<file path="config.mk">
export PLATFORM = sky130hd
export DESIGN_NAME = chacha_stream
export DESIGN_NICKNAME = d
export VERILOG_FILES = /design/src/rtl/chacha_pkg.sv /design/src/rtl/chacha_out_reg.sv /design/src/rtl/chacha_stream.sv
export SDC_FILE = /design/constraint.sdc
export NUM_CORES = 1
export LEC_CHECK = 0
export CAP_MARGIN = 10
export CORE_MARGIN = 2
export CORE_UTILIZATION = 50
export CTS_BUF_LIST = sky130_fd_sc_hd__clkbuf_4
export CTS_CLUSTER_DIAMETER = 80
export DETAILED_ROUTE_END_ITERATION = 6
export PLACE_DENSITY_LB_ADDON = 0.05
export SYNTH_ARGS = -nofsm -noshare
export SYNTH_HDL_FRONTEND = slang
export SYNTH_HIERARCHICAL = 1
export SYNTH_SLANG_ARGS = --single-unit
</file>
<file path="constraint.sdc">
create_clock -name clk -period 3 [get_ports clk]
set_clock_uncertainty 0.1 [all_clocks]
set_input_delay 0.6 -clock clk [delete_from_list [all_inputs] [get_ports clk]]
set_output_delay 0.6 -clock clk [all_outputs]
set_load 0.05 [all_outputs]
</file>
<file path="src/rtl/chacha_pkg.sv">
// Shared types and constants for the ChaCha stream controller.
// Holds the FSM state encoding and the counter-word byte helper.
package chacha_pkg;

    typedef enum logic [2:0] {
        IDLE,
        LOAD_CTR,
        WAIT_BLK,
        STREAM,
        DRAIN
    } state_t;

    localparam logic [5:0] CTR_ADDR    = 6'd48;
    localparam int         BLOCK_BYTES = 64;
    localparam int         CTR_BYTES   = 4;

    // Byte k of the block counter, little-endian as the core stores it.
    function automatic logic [7:0] ctr_byte(input logic [31:0] ctr, input logic [1:0] k);
        logic [31:0] sh;
        sh = ctr >> {k, 3'b000};
        return sh[7:0];
    endfunction

endpackage

</file>
<file path="src/rtl/chacha_out_reg.sv">
// One-entry valid/ready holding register.
// Latency 1 cycle; accepts a new entry in the same cycle the held one is taken.
module chacha_out_reg #(
    parameter int W = 9
) (
    input  logic         clk,
    input  logic         rst_n,
    input  logic         load_vld,
    input  logic [W-1:0] load_dat,
    output logic         load_rdy,
    output logic         out_vld,
    output logic [W-1:0] out_dat,
    input  logic         out_rdy
);

    assign load_rdy = !out_vld || out_rdy;

    always_ff @(posedge clk or negedge rst_n) begin
        if (!rst_n) begin
            out_vld <= 1'b0;
            out_dat <= '0;
        end else if (load_vld && load_rdy) begin
            out_vld <= 1'b1;
            out_dat <= load_dat;
        end else if (out_rdy) begin
            out_vld <= 1'b0;
        end
    end

endmodule

</file>
<file path="src/rtl/chacha_stream.sv">
// ChaCha keystream XOR controller: loads the block counter, waits for the core, XORs 64 bytes per block.
// Latency 1 cycle input to output; in_ready drops when the output register is full and not being taken.
module chacha_stream
    import chacha_pkg::*;
(
    input  logic        clk,
    input  logic        rst_n,
    input  logic        cfg_we,
    input  logic [5:0]  cfg_addr,
    input  logic [7:0]  cfg_data,
    output logic        cfg_ready,
    input  logic        start,
    input  logic [31:0] ctr_init,
    input  logic        in_valid,
    output logic        in_ready,
    input  logic [7:0]  in_data,
    input  logic        in_last,
    output logic        out_valid,
    input  logic        out_ready,
    output logic [7:0]  out_data,
    output logic        out_last,
    output logic        busy,
    output logic        ctr_wrap,
    output logic        blk_write,
    output logic [5:0]  blk_addr,
    output logic [7:0]  blk_wdata,
    input  logic [7:0]  blk_rdata,
    input  logic        blk_ready
);

    state_t      state;
    logic [31:0] ctr;
    logic [5:0]  idx;
    logic        stream_vld;
    logic        stream_rdy;
    logic        fire;
    logic        last_blk_byte;

    assign cfg_ready     = (state == IDLE);
    assign busy          = (state != IDLE);
    assign stream_vld    = in_valid && (state == STREAM);
    assign in_ready      = (state == STREAM) && stream_rdy;
    assign fire          = in_valid && in_ready;
    assign last_blk_byte = (idx == 6'(BLOCK_BYTES - 1));

    chacha_out_reg #(.W(9)) u_out_reg (
        .clk      (clk),
        .rst_n    (rst_n),
        .load_vld (stream_vld),
        .load_dat ({in_last, in_data ^ blk_rdata}),
        .load_rdy (stream_rdy),
        .out_vld  (out_valid),
        .out_dat  ({out_last, out_data}),
        .out_rdy  (out_ready)
    );

    // The core address doubles as the keystream read index while streaming.
    always_comb begin
        blk_write = 1'b0;
        blk_addr  = idx;
        blk_wdata = 8'h00;
        case (state)
            IDLE: begin
                blk_write = cfg_we;
                blk_addr  = cfg_addr;
                blk_wdata = cfg_data;
            end
            LOAD_CTR: begin
                blk_write = 1'b1;
                blk_addr  = CTR_ADDR + {4'b0000, idx[1:0]};
                blk_wdata = ctr_byte(ctr, idx[1:0]);
            end
            default: ;
        endcase
    end

    always_ff @(posedge clk or negedge rst_n) begin
        if (!rst_n) begin
            state    <= IDLE;
            ctr      <= '0;
            idx      <= '0;
            ctr_wrap <= 1'b0;
        end else begin
            case (state)
                IDLE: begin
                    if (start) begin
                        ctr      <= ctr_init;
                        ctr_wrap <= 1'b0;
                        idx      <= '0;
                        state    <= LOAD_CTR;
                    end
                end
                LOAD_CTR: begin
                    idx <= idx + 6'd1;
                    if (idx[1:0] == 2'(CTR_BYTES - 1)) begin
                        idx   <= '0;
                        state <= WAIT_BLK;
                    end
                end
                WAIT_BLK: begin
                    if (blk_ready) begin
                        idx   <= '0;
                        state <= STREAM;
                    end
                end
                STREAM: begin
                    if (fire) begin
                        idx <= idx + 6'd1;
                        if (in_last) begin
                            state <= DRAIN;
                        end else if (last_blk_byte) begin
                            // Refuse to wrap the counter: reusing keystream would break the cipher.
                            if (ctr == 32'hFFFF_FFFF) begin
                                ctr_wrap <= 1'b1;
                                state    <= DRAIN;
                            end else begin
                                ctr   <= ctr + 32'd1;
                                idx   <= '0;
                                state <= LOAD_CTR;
                            end
                        end
                    end
                end
                DRAIN: begin
                    if (!out_valid || out_ready) begin
                        state <= IDLE;
                    end
                end
                default: state <= IDLE;
            endcase
        end
    end

endmodule
</file>
==> results of run 1 <==
==> layer usage <==
metal	wire length, um	part of all wire [%]	vias up	GRT usage [%]
met2	4860	48	133	41.8
li1	-	-	1663	-
met1	4430	44	1688	36.8
met4	158	1.6	0	7.19
met5	0	0	-	0
met3	733	7.2	15	5.36
==> synth_stat cells (4+ instances only) <==
cell | count | area share [%]
nor2_1 | 52 | 5.4
buf_2 | 5 | 0.69
inv_1 | 7 | 0.73
a21oi_1 | 38 | 5.3
a31oi_1 | 7 | 1.2
mux2_4 | 9 | 3.7
o21ai_0 | 25 | 3.5
and3_1 | 11 | 1.9
nand4_1 | 7 | 1.2
nand2_1 | 30 | 3.1
xor2_1 | 8 | 1.9
o2bb2a_1 | 4 | 1.1
nand3_1 | 15 | 2.1
dfrtp_1 | 52 | 36
and2_1 | 5 | 0.87
clkbuf_1 | 11 | 1.1
a41oi_1 | 6 | 1.5
o22a_1 | 13 | 3.2
mux2i_1 | 12 | 3.3
mux4_2 | 8 | 5.0
o22ai_1 | 7 | 1.2
mux2_2 | 4 | 1.2
==> power groups by stage <==
| stage | Sequential, mW | Combinational (mW) | Clock (mW) |
|---|---|---|---|
| after floorplan | 1.53 | 2.29 | 0 |
| after global placement | 1.37 | 3.40 | 0 |
| after detailed placement | 1.39 | 3.47 | 0 |
| after CTS | 1.37 | 3.48 | 0.421 |
| after global routing | 1.43 | 3.74 | 0.455 |
| final | 1.39 | 3.48 | 0.415 |
==> worst max-delay path, stage by stage, from the launching register on <==
cell     delay (ps)
dfrtp_1         520
and3b_2         300
buf_4           530
and2_1          260
buf_12          150
==> cell families (layout without fill, tap and decap cells) <==
kind of cell | after synthesis | in the layout | share of synthesized area (%)
DFF | 52 | 52 | 36.1
muxes | 33 | 33 | 13.3
buffers and inverters | 31 | 130 | 4.13
xor gates and xnor gates | 9 | 9 | 2.18
AOI/OAI and AO/OA | 123 | 123 | 23.0
adders and majority gates | 3 | 3 | 1.04
and+or+nand+nor | 144 | 144 | 20.3
==> repair_timing <==
action                                  4_1_cts  5_1_grt
endpoints found under the setup margin        0        2
setup buffers                                 0        0
resized for setup                             0        1
hold buffers                                  0        0
endpoints found under the hold margin         0        0
==> final cells by class <==
cell class | count | share of cell area [%]
well taps | 96 | 2.52
clock inverters | 3 | 0.891
multi-input cells | 312 | 45.3
clock buffers | 5 | 0.786
repair buffers | 115 | 22.7
inverters | 7 | 0.550
flip-flops and latches | 52 | 27.3
==> worst max-delay path by stage <==
| stage | end | from | depth (start not counted) | slack [ps] |
|---|---|---|---|---|
| finish | in_ready | state[1] | 4 | 140 |
| global route | in_ready | state[1] | 4 | 10 |
| CTS | blk_addr[1] | state[1] | 4 | 60 |
| detailed placement | ctr[6] | out_ready | 7 | 160 |
| global placement | ctr[12] | out_ready | 7 | 210 |
| floorplan | blk_addr[0] | state[1] | 4 | 170 |
==> sequential cells by signal, indices dropped and copies added, names as in the netlist <==
register           count
ctr                   32
u_out_reg/out_dat      9
idx                    6
state                  3
ctr_wrap               1
u_out_reg/out_vld      1
==> reports/results.ini, run 1 <==
[cells_and_area]
finalNonFillerCells=590
design_area_mm2=0.00477
layout_common_cells=79 x clkdlybuf4s50_1, 52 x dfrtp_1, 51 x nor2_1
final_nets=566
regArea_mm2=0.00130
layout_commonest_cell=clkdlybuf4s50_1
diodes=0
drive_gt1_share_pct=16.4
synthToLayoutAreaGrowth_pct=32.3
finish.utilization_pct=69.1
fillers=600
multi_input_area_mm2=0.00216

[timing]
rsz0062_at_grt=false
timing.hold.ws_ps=77.0
setup_ws_ps=142
final_hold_viol_count=0
fin_setup_tns_ps=0
fin_crit_sh_pct=95.3
drv_slew=0
max_freq_mhz=350
max_slew.worst_pin.slew_ps=1060
setup_viol=0
min_period_ps=2860
max_slew_margin_pct=29.3

[floorplan]
fp-row-count=30
fp.dieW_um=89.0
dieArea_mm2=0.00791
start_util_pct=52.2
core_mm2=0.00691
die_y_um=89.0
ios=99

[worst_setup_path]
crit_path_start_kind=register
r2r_start=ctr[21]
worstPathRequired_ps=2300
end_kind=output pin
critPathMaxFanout=65
critical_path_class=reg -> out
r2r_end=ctr[6]
cp.arrival_ps=2160
r2r.worst_path.cells=6
ff2ff_setup_slack_ps=250

[clock_tree]
cts_made_buffers=5
clk_pin_slew_ps=160
cts_max_path_buffers=2
cts.sinks=52
root_buffer=clkbuf_4
htreeDepth=2
cts_tree=done
clk_latency_ps=380

[placed_design]
dp_hpwl_mm=7.43
io_buffers=98
dp.cells=582
gp_congestion=0.943
dp_slack_ps=160
place_area_mm2=0.00469

[route]
vias_per_cell=5.93
wl_mm=10.2
final_antenna_net_count=0
vias=3499
first_pass_iters=5
routedWlPerCell_um=17.3
first_iter_violations=242
drc=0

[synth]
syn_area_mm2=0.00361
synth_edf_count=0
yosys_warnings=6
synth.ff_latch_count=52
synth_cell_types=57
synth_nets=468
synth_ff_type=dfrtp_1
seq_area_frac_synth_pct=36.1
synthArstFlopShare_pct=100
syn_inst=395
avgSynthCellArea_um2=9.14

[power]
p_seq_share_pct=26.2
p_per_area_mw_per_mm2=1110
leakagePower_nw=1.98
intPower_mw=2.58
p_total_mw=5.28
clockPowerShare_pct=7.9
p_comb_share_pct=65.9
p_sw_share_pct=51.2
vdd_drop_max_v=0.000708
switchingPower_mw=2.71

[global_routing]
antenna_found_initial=0
first_global_vias=3318
grt_pass1_wl_mm=16.1
grt_use_total_pct=26.3
grt.overflow.total=0
grt_max_degree=66

[job]
maxCapViolations=0

[status]
status=complete, no violations

[worst_hold_path]
hp-class=in -> async

(Power assumes the default switching activity.)
==> inputs of run 2 (changes only) <==
- CORE_UTILIZATION: 50 -> 54
- clock period: 3 -> 3.7 ns (I/O delays scaled with it)
==> run 2 against run 1 <==
  * The flow now finishes with violations (DRC)
  * Combinational power shrank 22%
  * Clock power shrank 40%
  * Register-to-register slack gained 430 ps
  * Via count shrank 0.57%
  * Count of clock-buffer cells in the layout is the same
  * Hold slack gained 170 ps
  * Largest power group unchanged
  * Highest routed layer unchanged
==> reports/results.ini, run 2 (synthesis gave the netlist of run 1 again) <==
[status]
status=complete, but fails checks  ; was complete, no violations
failed_checks=DRC

[floorplan]
start_util_pct=56.2  ; was 52.2%
dieArea_mm2=0.00735  ; was 0.00791 mm^2
fp.dieW_um=85.7  ; was 89.0 um
fp-row-count=29  ; was 30
ios=99  ; unchanged
core_mm2=0.00642  ; was 0.00691 mm^2
die_y_um=85.7  ; was 89.0 um

[global_routing]
grt_use_total_pct=27.9  ; was 26.3%
first_global_vias=3313  ; was 3318
grt_max_degree=66  ; unchanged
grt_pass1_wl_mm=16.3  ; was 16.1 mm
grt.overflow.total=0  ; unchanged
antenna_found_initial=0  ; unchanged

[placed_design]
dp_hpwl_mm=7.42  ; was 7.43 mm
io_buffers=98  ; unchanged
dp.cells=552  ; was 582
place_area_mm2=0.00461  ; was 0.00469 mm^2
gp_congestion=0.929  ; was 0.943

[route]
final_antenna_net_count=0  ; unchanged
first_iter_violations=265  ; was 242
vias=3479  ; was 3499
routedWlPerCell_um=17.8  ; was 17.3 um
drc=4  ; was 0
first_pass_iters=7  ; was 5
wl_mm=9.97  ; was 10.2 mm
vias_per_cell=6.22  ; was 5.93

[cells_and_area]
design_area_mm2=0.00466  ; was 0.00477 mm^2
finalNonFillerCells=559  ; was 590
largest_reg_flops=32  ; unchanged
drive_gt1_share_pct=10.6  ; was 16.4%
fillers=516  ; was 600
final_nets=555  ; was 566
largest-register=ctr  ; unchanged
diodes=0  ; unchanged
layout_commonest_cell=clkdlybuf4s50_1  ; unchanged
layout_common_cells=96 x clkdlybuf4s50_1, 52 x nor2_1, 52 x dfrtp_1  ; was 79 x clkdlybuf4s50_1, 52 x dfrtp_1, 51 x nor2_1
synthToLayoutAreaGrowth_pct=29.3  ; was 32.3%
largestRegisters=ctr x32, u_out_reg/out_dat x9, idx x6  ; unchanged

[clock_tree]
cts_made_buffers=5  ; unchanged
htreeDepth=2  ; unchanged
cts_max_path_buffers=2  ; unchanged
postCtsHoldBufs=0  ; unchanged
root_buffer=clkbuf_4  ; unchanged
post_cts_buffers=0  ; unchanged
clk_latency_ps=380  ; about the same
cts.sinks=52  ; unchanged
clk_pin_slew_ps=150  ; was 160 ps
post_cts_resize_count=0  ; unchanged
cts_tree=done  ; unchanged

[worst_setup_path]
worstPathRequired_ps=2860  ; was 2300 ps
critPathMaxFanout=13  ; was 65
crit_path_start_kind=register  ; unchanged
end_kind=output pin  ; unchanged
critical_path_class=reg -> out  ; unchanged
cp.arrival_ps=2710  ; was 2160 ps

[power]
p_per_area_mw_per_mm2=896  ; was 1110 mW/mm^2
vdd_drop_max_v=0.000542  ; was 0.000708 V
leakagePower_nw=1.88  ; was 1.98 nW

[timing]
drv_slew=0  ; unchanged
max_freq_mhz=282
fin_crit_sh_pct=95.9
setup_viol=0  ; unchanged
fin_setup_tns_ps=0  ; unchanged
max_slew_margin_pct=24.8  ; was 29.3%
final_hold_viol_count=0  ; unchanged
min_period_ps=3550
rsz0062_at_grt=false  ; unchanged
max_slew.worst_pin.slew_ps=1120  ; was 1060 ps

[job]
maxCapViolations=0  ; unchanged

[worst_hold_path]
hp-class=in -> async  ; unchanged

-- run 2: cell types whose count changed in the layout (fill, tap and decap cells not counted) --
| cell | before | now |
|---|---|---|
| buf_4 | 33 | 6 |
| clkdlybuf4s50_1 | 79 | 96 |
| nor2_2 | 1 | 0 |
| buf_12 | 2 | 1 |
| nor2_1 | 51 | 52 |
| bufinv_16 | 1 | 0 |
-- run 2: worst paths after layout --
check | startpoint | end | slack, ps | cells after the start
max in group asynchronous | rst_n | u_out_reg/out_dat[3] | 2470 | 2
setup / recovery | state[1] | blk_addr[1] | 150 | 4
setup reg to reg | idx[0] | ctr[0] | 680 | 8
hold reg to reg | u_out_reg/out_dat[8] | u_out_reg/out_dat[8] | 420 | 1
min in group clk | u_out_reg/out_dat[8] | u_out_reg/out_dat[8] | 420 | 1
hold / removal | rst_n | ctr[20] | 240 | 1
-- run 2: report_power, final --
| part | switching [mW] | total, mW | leakage [nW] | internal [mW] |
|---|---|---|---|---|
| clock | 0.181 | 0.250 | 0.0271 | 0.0697 |
| sequential | 0.380 | 1.20 | 0.614 | 0.822 |
| combinational | 1.61 | 2.73 | 1.24 | 1.11 |
| total | 2.17 | 4.18 | 1.88 | 2.01 |
-- run 2: cell type report --
cell class / instances / area (um^2) / share of cell area, %
Multi-Input combinational cell: 312 / 2160 / 46.3
Sequential cell: 52 / 1300 / 27.9
Timing Repair Buffer: 104 / 1030 / 22.1
Tap cell: 77 / 96.3 / 2.07
Clock buffer: 5 / 37.5 / 0.805
Inverter: 7 / 26.3 / 0.563
Clock inverter: 2 / 12.5 / 0.268
-- run 2: metal layers --
metal,wire length (um),GRT usage [%]
met1,4370,39.0
met2,4810,45.7
met3,662,4.91
met4,131,6.49
met5,0,0
-- run 2: through the flow --
stage / worst slack [ps] / hold WS [ps] / utilization (%) / total power [mW]
6_report: 151 / 245 / 72.6 / 4.18
5_1_grt: 65.1 / 273 / 72.6 / 4.44
4_1_cts: 139 / 251 / 72.6 / 4.17
3_5_place_dp: 574 / 393 / 71.8 / 3.92
3_3_place_gp: 613 / 389 / 71.8 / 3.83
2_1_floorplan: 725 / 344 / - / 3.09
-- run 2: worst max-delay path: stages (launching register included) --
cell and delay [ps]:
dfrtp_1 480, or2_2 460, nor2_1 310, mux2_2 380, clkdlybuf4s50_1 700
